[src/rtl/mips_alu_muldiv_if.sv]
// Request/result bundle between EX-stage issue logic and the multiply/divide unit.
// Latency: none (wires only).
// Backpressure: issuer may only assert start while ready=1; busy mirrors the unit's state.
interface mips_alu_muldiv_if #(
    parameter int DATA_W = 32
);
    logic              start;
    logic [2:0]        op;
    logic [DATA_W-1:0] data1;
    logic [DATA_W-1:0] data2;
    logic              cancel;
    logic              ready;
    logic              busy;
    logic              done;
    logic [DATA_W-1:0] hi;
    logic [DATA_W-1:0] lo;

    modport master (
        output start, op, data1, data2, cancel,
        input  ready, busy, done, hi, lo
    );

    modport slave (
        input  start, op, data1, data2, cancel,
        output ready, busy, done, hi, lo
    );
endinterface

[src/rtl/mips_alu_muldiv.sv]
// Multi-cycle MULT/MULTU/DIV/DIVU/MTHI/MTLO unit owning the architectural HI/LO registers.
// Latency: MUL 2 cycles accept->done (DATA_W+1 with MIPS_ALU_MULDIV_ITER_MUL_EN), DIV DATA_W+1, MT 0.
// Backpressure: ready=0 while an op is in flight; start is dropped (not queued) unless ready=1.
// Build option: define MIPS_ALU_MULDIV_ITER_MUL_EN for an iterative shift-add multiplier.
module mips_alu_muldiv #(
    parameter int DATA_W = 32
) (
    input  logic             clock,
    input  logic             reset_n,
    mips_alu_muldiv_if.slave bus
);
    localparam int CNT_W = $clog2(DATA_W) + 1;
    localparam logic [CNT_W-1:0] CNT_INIT = CNT_W'(DATA_W);
    localparam logic [CNT_W-1:0] CNT_ONE  = CNT_W'(1);

    localparam logic [2:0] OP_MULT  = 3'd0;
    localparam logic [2:0] OP_MULTU = 3'd1;
    localparam logic [2:0] OP_DIV   = 3'd2;
    localparam logic [2:0] OP_DIVU  = 3'd3;
    localparam logic [2:0] OP_MTHI  = 3'd4;
    localparam logic [2:0] OP_MTLO  = 3'd5;

    typedef enum logic [1:0] {
        S_IDLE = 2'd0,
        S_MUL  = 2'd1,
        S_DIV  = 2'd2,
        S_FIN  = 2'd3
    } state_t;

    state_t            state_q, state_d;
    logic              ready_q, ready_d;
    logic              busy_q, busy_d;
    logic              done_q, done_d;
    logic [DATA_W-1:0] hi_q, hi_d;
    logic [DATA_W-1:0] lo_q, lo_d;
    // Raw operands as captured at accept; a is also the div-by-zero HI value.
    logic [DATA_W-1:0] a_q, a_d;
    logic [DATA_W-1:0] b_q, b_d;
    // Shared iteration pair: {remainder, quotient} for divide, {hi, lo} partial product for multiply.
    logic [DATA_W-1:0] rem_q, rem_d;
    logic [DATA_W-1:0] quo_q, quo_d;
    logic [CNT_W-1:0]  cnt_q, cnt_d;
    logic              sgn_q, sgn_d;
    logic              is_div_q, is_div_d;
    logic              qneg_q, qneg_d;
    logic              rneg_q, rneg_d;

    logic              accept;
    logic              is_mul_op;
    logic              is_div_op;
    logic              is_signed_op;
    logic              last_iter;
    logic [DATA_W-1:0] dvs;
    logic [DATA_W:0]   rem_sh;
    logic [DATA_W:0]   diff;
    logic [DATA_W-1:0] res_hi;
    logic [DATA_W-1:0] res_lo;
`ifdef MIPS_ALU_MULDIV_ITER_MUL_EN
    logic [DATA_W:0]   sum;
`else
    logic [2*DATA_W-1:0] a_ext;
    logic [2*DATA_W-1:0] b_ext;
    logic [2*DATA_W-1:0] prod;
`endif

    // Magnitude of a value that is two's complement only when s is set.
    function automatic logic [DATA_W-1:0] mag(input logic [DATA_W-1:0] x, input logic s);
        return (s && x[DATA_W-1]) ? -x : x;
    endfunction

    // Cancel beats start in the same cycle, including MTHI/MTLO.
    assign accept       = (state_q == S_IDLE) && bus.start && !bus.cancel;
    assign is_mul_op    = (bus.op == OP_MULT) || (bus.op == OP_MULTU);
    assign is_div_op    = (bus.op == OP_DIV)  || (bus.op == OP_DIVU);
    assign is_signed_op = (bus.op == OP_MULT) || (bus.op == OP_DIV);
    assign last_iter    = (cnt_q == CNT_ONE);
    assign dvs          = mag(b_q, sgn_q);

`ifndef MIPS_ALU_MULDIV_ITER_MUL_EN
    // Extending both operands to 2W bits makes a single unsigned multiply serve both signednesses.
    assign a_ext = {{DATA_W{sgn_q & a_q[DATA_W-1]}}, a_q};
    assign b_ext = {{DATA_W{sgn_q & b_q[DATA_W-1]}}, b_q};
    assign prod  = a_ext * b_ext;
`endif

    // State register; reset abandons any op in flight.
    always_ff @(posedge clock or negedge reset_n) begin
        if (!reset_n) begin
            state_q  <= S_IDLE;
            ready_q  <= 1'b1;
            busy_q   <= 1'b0;
            done_q   <= 1'b0;
            hi_q     <= '0;
            lo_q     <= '0;
            a_q      <= '0;
            b_q      <= '0;
            rem_q    <= '0;
            quo_q    <= '0;
            cnt_q    <= '0;
            sgn_q    <= 1'b0;
            is_div_q <= 1'b0;
            qneg_q   <= 1'b0;
            rneg_q   <= 1'b0;
        end else begin
            state_q  <= state_d;
            ready_q  <= ready_d;
            busy_q   <= busy_d;
            done_q   <= done_d;
            hi_q     <= hi_d;
            lo_q     <= lo_d;
            a_q      <= a_d;
            b_q      <= b_d;
            rem_q    <= rem_d;
            quo_q    <= quo_d;
            cnt_q    <= cnt_d;
            sgn_q    <= sgn_d;
            is_div_q <= is_div_d;
            qneg_q   <= qneg_d;
            rneg_q   <= rneg_d;
        end
    end

    // Next state: iterate DATA_W times for DIV (and iterative MUL), one FIN cycle, flush on cancel.
    always_comb begin
        state_d = state_q;
        case (state_q)
            S_IDLE: begin
                if (accept && is_mul_op) begin
                    state_d = S_MUL;
                end else if (accept && is_div_op) begin
                    state_d = S_DIV;
                end
            end
            S_MUL: begin
`ifdef MIPS_ALU_MULDIV_ITER_MUL_EN
                if (last_iter) begin
                    state_d = S_FIN;
                end
`else
                state_d = S_FIN;
`endif
            end
            S_DIV: begin
                if (last_iter) begin
                    state_d = S_FIN;
                end
            end
            S_FIN:   state_d = S_IDLE;
            default: state_d = S_IDLE;
        endcase
        if (bus.cancel && (state_q != S_IDLE)) begin
            state_d = S_IDLE;
        end
    end

    // Status outputs are registered copies of the next state so they leave the flops clean.
    always_comb begin
        ready_d = (state_d == S_IDLE);
        busy_d  = (state_d != S_IDLE);
        done_d  = (state_q == S_FIN) && !bus.cancel;
    end

    // Datapath: operand capture at accept, then one restoring-divide or shift-add step per cycle.
    always_comb begin
        a_d      = a_q;
        b_d      = b_q;
        rem_d    = rem_q;
        quo_d    = quo_q;
        cnt_d    = cnt_q;
        sgn_d    = sgn_q;
        is_div_d = is_div_q;
        qneg_d   = qneg_q;
        rneg_d   = rneg_q;
        rem_sh   = {rem_q, quo_q[DATA_W-1]};
        diff     = rem_sh - {1'b0, dvs};
`ifdef MIPS_ALU_MULDIV_ITER_MUL_EN
        sum      = {1'b0, rem_q} + (quo_q[0] ? {1'b0, dvs} : '0);
`endif
        if (accept && (is_mul_op || is_div_op)) begin
            a_d      = bus.data1;
            b_d      = bus.data2;
            sgn_d    = is_signed_op;
            is_div_d = is_div_op;
            qneg_d   = is_signed_op && (bus.data1[DATA_W-1] ^ bus.data2[DATA_W-1]);
            rneg_d   = is_signed_op && bus.data1[DATA_W-1];
            rem_d    = '0;
            quo_d    = mag(bus.data1, is_signed_op);
            cnt_d    = CNT_INIT;
        end else if (state_q == S_DIV) begin
            cnt_d = cnt_q - CNT_ONE;
            // No borrow out of the trial subtract means the divisor fits: keep it, quotient bit 1.
            if (!diff[DATA_W]) begin
                rem_d = diff[DATA_W-1:0];
                quo_d = {quo_q[DATA_W-2:0], 1'b1};
            end else begin
                rem_d = rem_sh[DATA_W-1:0];
                quo_d = {quo_q[DATA_W-2:0], 1'b0};
            end
        end else if (state_q == S_MUL) begin
`ifdef MIPS_ALU_MULDIV_ITER_MUL_EN
            cnt_d = cnt_q - CNT_ONE;
            rem_d = sum[DATA_W:1];
            quo_d = {sum[0], quo_q[DATA_W-1:1]};
`else
            {rem_d, quo_d} = prod;
`endif
        end
    end

    // Final HI/LO: sign fix-up of magnitude results plus the divide-by-zero convention.
    always_comb begin
        res_hi = rem_q;
        res_lo = quo_q;
        if (is_div_q) begin
            if (b_q == '0) begin
                res_hi = a_q;
                res_lo = '1;
            end else begin
                // The -2^(W-1)/-1 case lands here naturally: magnitude 2^(W-1) reads back as itself.
                res_lo = qneg_q ? -quo_q : quo_q;
                res_hi = rneg_q ? -rem_q : rem_q;
            end
        end
`ifdef MIPS_ALU_MULDIV_ITER_MUL_EN
        else if (qneg_q) begin
            {res_hi, res_lo} = -{rem_q, quo_q};
        end
`endif
    end

    // HI/LO only move on an MT accept or when FIN completes without a flush.
    always_comb begin
        hi_d = hi_q;
        lo_d = lo_q;
        if (accept && (bus.op == OP_MTHI)) begin
            hi_d = bus.data1;
        end
        if (accept && (bus.op == OP_MTLO)) begin
            lo_d = bus.data1;
        end
        if ((state_q == S_FIN) && !bus.cancel) begin
            hi_d = res_hi;
            lo_d = res_lo;
        end
    end

    assign bus.ready = ready_q;
    assign bus.busy  = busy_q;
    assign bus.done  = done_q;
    assign bus.hi    = hi_q;
    assign bus.lo    = lo_q;
endmodule

[src/flat_wrapper.sv]
// flat-port wrapper written by rule: the top's interface ports become plain ports
module mips_alu_muldiv_flat 
#(
    parameter int DATA_W = 32
)
  (clock, reset_n, bus_start, bus_op, bus_data1, bus_data2, bus_cancel, bus_ready, bus_busy, bus_done, bus_hi, bus_lo);
  mips_alu_muldiv_if #(.DATA_W(DATA_W)) bus_i ();
  input  logic clock;
  input  logic reset_n;
  input wire logic [$bits(bus_i.start)-1:0] bus_start;
  input wire logic [$bits(bus_i.op)-1:0] bus_op;
  input wire logic [$bits(bus_i.data1)-1:0] bus_data1;
  input wire logic [$bits(bus_i.data2)-1:0] bus_data2;
  input wire logic [$bits(bus_i.cancel)-1:0] bus_cancel;
  output wire logic [$bits(bus_i.ready)-1:0] bus_ready;
  output wire logic [$bits(bus_i.busy)-1:0] bus_busy;
  output wire logic [$bits(bus_i.done)-1:0] bus_done;
  output wire logic [$bits(bus_i.hi)-1:0] bus_hi;
  output wire logic [$bits(bus_i.lo)-1:0] bus_lo;
  assign bus_i.start = bus_start;
  assign bus_i.op = bus_op;
  assign bus_i.data1 = bus_data1;
  assign bus_i.data2 = bus_data2;
  assign bus_i.cancel = bus_cancel;
  assign bus_ready = bus_i.ready;
  assign bus_busy = bus_i.busy;
  assign bus_done = bus_i.done;
  assign bus_hi = bus_i.hi;
  assign bus_lo = bus_i.lo;
  mips_alu_muldiv #(.DATA_W(DATA_W)) u_core (.clock(clock), .reset_n(reset_n), .bus(bus_i));
endmodule
[config.mk]
export PLATFORM = sky130hd
export DESIGN_NAME = mips_alu_muldiv_flat
export DESIGN_NICKNAME = d
export VERILOG_FILES = /design/src/rtl/mips_alu_muldiv_if.sv /design/src/rtl/mips_alu_muldiv.sv /design/src/flat_wrapper.sv
export SDC_FILE = /design/constraint.sdc
export NUM_CORES = 2
export LEC_CHECK = 0
export CAP_MARGIN = 20
export CORE_ASPECT_RATIO = 0.75
export CORE_MARGIN = 5
export CORE_UTILIZATION = 30
export DETAILED_ROUTE_END_ITERATION = 7
export PLACE_DENSITY = 0.48
export SYNTH_ARGS = -nofsm -noshare
export SYNTH_HDL_FRONTEND = slang
export SYNTH_SLANG_ARGS = --single-unit
[constraint.sdc]
create_clock -name clock -period 7.37 [get_ports clock]
set_input_delay 1.474 -clock clock [delete_from_list [all_inputs] [get_ports clock]]
set_output_delay 1.474 -clock clock [all_outputs]
set_load 0.02 [all_outputs]
Word level (Yosys, flattened, before mapping)
Cells that the tools add are included.
W data, S select, Z words.
{"block": "op_classes", "n_addsub": 6, "mul": 1, "eq_ne": 9, "n_mux": 27, "bitwise_logic": 3, "reduce_logical": 27}
{"op": "$mux W32", "count": 19}
{"op": "$neg A32 Y32", "count": 4}
{"op": "$mul A33 B33 Y64", "count": 1}
{"op": "$sub A33 B32 Y33", "count": 1}
{"op": "$logic_not A32 Y1", "count": 1}
{"op": "$logic_and A1 B1 Y1", "count": 12}
{"op": "$mux W6", "count": 2}
{"op": "$reduce_bool A2 Y1", "count": 5}
{"op": "$mux W2", "count": 4}
{"op": "$pmux W2 S4", "count": 1}
{"op": "$eq A3 B2 Y1 const B", "count": 2}
{"op": "$eq A3 B3 Y1 const B", "count": 2}
{"op": "$eq A6 B1 Y1 const B", "count": 1}
{"op": "$sub A6 B1 Y6 const B", "count": 1}
{"op": "$eq A2 B2 Y1 const B", "count": 2}
{"op": "$logic_not A2 Y1", "count": 2}
{"op": "$logic_or A1 B1 Y1", "count": 4}
{"op": "$eq A3 B1 Y1 const B", "count": 1}
{"op": "$logic_not A3 Y1", "count": 1}
{"op": "$reduce_bool A3 Y1", "count": 1}
{"op": "$and A1 B1 Y1", "count": 2}
{"op": "$eq A2 B1 Y1 const B", "count": 1}
{"op": "$logic_not A1 Y1", "count": 1}
{"op": "$mux W1", "count": 1}
{"op": "$xor A1 B1 Y1", "count": 1}
{"block": "word_totals", "regBits": 207}

Longest topological paths before layout
{"block": "depth", "word_depth": 9, "ltp_mapped": 30, "mapped_depth_nobuf": 27}

Least setup slack after synthesis
OpenSTA, ideal clock, no wires.
{"block": "synth_timing", "path_kind": "register to register", "from": "register u_core.a_q[31]", "to": "register u_core.rem_q[29]", "setup_time_ns": 0.135, "arrival_time_ns": 7.782, "path_slack_ns": -0.547, "stages_incl_launch_ff": 29, "path_buffers": 2, "period_less_slack_ns": 7.917, "cell_sequence": "dfrtp_1 clkbuf_1 and2_1 clkbuf_1 nand2_1 inv_1 fa_1 inv_1 fa_1 inv_1 fa_1 fa_1 inv_1 fa_1 inv_1 fa_1 inv_1 fa_1 fa_1 inv_1 ha_1 and2_1 a221o_1 a31oi_1 a2bb2oi_1 and3_1 a21oi_1 mux2i_1 o211ai_1"}
{"block": "synth_via", "elab_chain_len": 5}
{"element": "from (decl)", "line": "mips_alu_muldiv.sv:37", "text": "logic [DATA_W-1:0] a_q, a_d;"}
{"element": "from (signal assigned)", "line": "mips_alu_muldiv.sv:95", "text": "a_q <= '0;"}
{"element": "from (signal assigned)", "line": "mips_alu_muldiv.sv:111", "text": "a_q <= a_d;"}
{"element": "$and A1 B1 Y1", "line": "mips_alu_muldiv.sv:81", "text": "assign a_ext = {{DATA_W{sgn_q & a_q[DATA_W-1]}}, a_q};"}
{"element": "$mul A33 B33 Y64 (*)", "line": "mips_alu_muldiv.sv:83", "text": "assign prod = a_ext * b_ext;"}
{"element": "$mux W32 (*)", "line": "mips_alu_muldiv.sv:199", "text": "end else if (state_q == S_MUL) begin"}
{"element": "$mux W32 (*)", "line": "mips_alu_muldiv.sv:189", "text": "end else if (state_q == S_DIV) begin"}
{"element": "$mux W32 (*)", "line": "mips_alu_muldiv.sv:179", "text": "if (accept && (is_mul_op || is_div_op)) begin"}
{"element": "to (signal assigned)", "line": "mips_alu_muldiv.sv:113", "text": "rem_q <= rem_d;"}
{"element": "to (decl)", "line": "mips_alu_muldiv.sv:40", "text": "logic [DATA_W-1:0] rem_q, rem_d;"}
Mark *: on every way between the ends. The rest lies on a longest branch, timed or not. The select of a mux whose other input is x is not followed.
A chain may end at the register's enable or synchronous reset.

Worst setup path after layout
{"block": "layout_timing", "from": "register u_core.a_q[13]", "to": "register u_core.rem_q[17]"}
{"block": "layout_via", "elab_chain_len": 4}
{"element": "$mul A33 B33 Y64", "line": "mips_alu_muldiv.sv:83"}
{"element": "$mux W32", "line": "mips_alu_muldiv.sv:199"}
{"element": "$mux W32", "line": "mips_alu_muldiv.sv:189"}
{"element": "$mux W32", "line": "mips_alu_muldiv.sv:179"}
Every way passes these cells. The select of a mux whose other input is x is not followed.

==> results.cfg <==
[outcome]
outcome = finished with violations
violations = negative setup slack

[drt]
drc = 0
vias_per_cell = 4.895
dr_total_vias = 44290
dr_wl_met2_um = 87630
wl_met1_um = 90380
drt-total-wl_um = 191500
routed.top_layer = met5
initialDrtViolationCount = 3386
wl_met3_um = 10350
drt-pass1-iter-count = 5
routedWlPerCell_um = 21.16
antenna_left = 0

[global_routing]
grt_first_pass_wirelength_um = 291300
grt_usage = 0.2001
grt_max_degree = 100
antenna_found_initial = 5
grt_pass1_vias = 46690
grt_overflow = 0

[clocking]
clkTransAtPathRegs_ns = 0.07
clock-sinks = 207
ctsLongestPathBuffers = 3
cts_buffers = 30
tritoncts = done
clock_latency_ns = 0.64
cts_hold_buf = 0
cts-root-buf = clkbuf_16
cts_max_level = 1

[final_layout]
syn2layout_area_growth_pct = 25.42
drive_above_1_share = 0.1936
fin_nets = 8095
seqCellArea_um2 = 5209
fill_cells = 18250
multi_input_area_um2 = 44510
finish.utilization = 0.3772

[critical_path]
path_class = reg2reg
crit_path_start_kind = flip-flop
crit_cells = 28
crit_fanout = 6
ff2ff_path_depth = 28
end_kind = flip-flop
cp_slowest_stage_delay_ns = 0.59
cp_num_buf_inv = 10
regToRegSetupSlack_ns = -0.17
crit_path_top_delay_cell = a2111o_1
cp.required_ns = 7.94
worstPathArrival_ns = 8.12
cp_top_family = adder cells

[timing]
hold_violations = 0
worst_pin_slew_ns = 1.018
fin_tns_setup_ns = -2.178
slew_headroom = 0.3212
fin_crit_ns = 7.545
worst_slack_ns = -0.1748
setup_viol = 22
slew_viol_final = 0
fin_crit_sh = 1.024
skew_ns = 0.02395
fmax_ghz = 0.1325
grt_setup_unrepaired = true

[die]
ios = 138
core_area_um2 = 177400
die_area_um2 = 186400
die_w_um = 496.9
row_count = 134
initial_utilization = 0.3007
dieHeight_um = 375.2

[synthesis]
synthTopCellsByCount = 1154 x nand2_1, 1143 x inv_1, 1126 x fa_1
syn-num-nets = 7610
synthFlopType = dfrtp_1
synth_edf_count = 0
yosys.area.top_type = fa_1
async_flop_share = 1.000
ys_ff_latch = 207
yosysWarningCount = 0
syn_area_per_cell_um2 = 8.661
netlist_top_cells_area = fa_1 42%, dfrtp_1 9.7%, nand2_1 8.1%, inv_1 8.0%, ha_1 6.0%
synth.most_common_cell = nand2_1
yosysSeqAreaShare = 0.09713
synth_cell_types = 90
syn_inst = 6159
synth_top_area_share = 0.4226
synth_area_um2 = 53340

[min_path]
min_path_type = reg2reg
worstHoldPathCells = 2

[place]
gp_congestion = 0.9361
io_buffer_count = 137
hpwlAfterDp_um = 155300
pre_cts_slack_ns = -0.6719

[flow_run]
drv_cap = 0
## cell families after synthesis
family	count (synthesis)	share of synthesized area
XOR/XNOR	177	0.02920
multiplexers	79	0.01501
AO/OA/AOI/OAI	760	0.09211
flip-flops	207	0.09713
AND/OR/NAND/NOR	1990	0.1727
buffers and inverters	1566	0.1117
adder cells (fa/ha/maj)	1380	0.4821
## metal layers
| layer | GRT usage | vias to the layer above |
|---|---|---|
| li1 | - | 19830 |
| met1 | 0.2959 | 23190 |
| met2 | 0.3232 | 1116 |
| met3 | 0.02072 | 152 |
| met4 | 0.03022 | 2 |
| met5 | 0 | - |
## what timing repair did
item / 4_1_cts / 5_1_grt
cloned: 0 / 17
buffers inserted: 26 / 99
pin swaps: 81 / 249
setup endpoints to repair: 41 / 47
resized for setup: 210 / 448
## per-stage QoR
step                hold slack [ns]  area [um2]  instances
floorplan                    0.4633       53460       6159
global placement             0.4760       61690       8852
detailed placement           0.4808       61750       8856
CTS                          0.4945       63930       8937
global route                 0.5203       66900       9047
finish                       0.4934       66910       9048
## cells in the final DEF (no fill, tap or decap), types with 22 or more instances in the layout
cell type	instances
nand4_1	22
nor3_1	40
dfrtp_1	186
a32oi_1	32
clkbuf_16	46
o21ai_2	22
nor2_1	146
a31oi_1	27
and2_1	343
o21ai_0	137
inv_2	81
a21oi_1	168
buf_4	533
nand2b_1	26
nand2_1	1124
and3_1	34
nand3_1	42
buf_6	72
buf_12	97
xnor2_1	100
fa_1	1070
fa_2	56
clkdlybuf4s50_1	136
and2_4	28
o31ai_1	28
a21oi_2	29
a21o_1	48
inv_1	1057
xor2_1	59
o211ai_1	48
ha_4	46
mux2i_1	70
ha_1	204
## layout make-up
type / instances / area share
Timing Repair Buffer: 874 / 0.1324
Clock buffer: 37 / 0.01206
Multi-Input combinational cell: 4386 / 0.6653
Tap cell: 2380 / 0.04451
Antenna cell: 1 / 0.00003740
Clock inverter: 18 / 0.003254
Inverter: 1145 / 0.06456
Sequential cell: 207 / 0.07785
## worst min-delay path, delay by kind of cell, from the launching register on
kind               cells  cell delay, ns
AOI/OAI and AO/OA      1            0.05
and+or+nand+nor        1            0.05
DFF                    1            0.35
## registers in the layout, indices dropped and copies added (netlist names), 2 cells and up
| signal | flops |
|---|---|
| u_core.rem_q | 32 |
| u_core.quo_q | 32 |
| u_core.a_q | 32 |
| u_core.cnt_q | 6 |
| u_core.bus.hi | 32 |
| u_core.state_q | 2 |
| u_core.bus.lo | 32 |
| u_core.b_q | 32 |
## path summary, 6_finish.rpt
check                               startpoint               end
worst max-delay path            u_core.a_q[13]  u_core.rem_q[17]
worst min-delay path             u_core.qneg_q     u_core.qneg_q
worst max register to register  u_core.a_q[13]  u_core.rem_q[17]
worst min register to register   u_core.qneg_q     u_core.qneg_q
max in group asynchronous              reset_n   u_core.is_div_q
min in group asynchronous              reset_n  u_core.bus.hi[8]
Power is not shown: default switching activity piles up to over one toggle a cycle in this logic, so the estimate is an artifact.
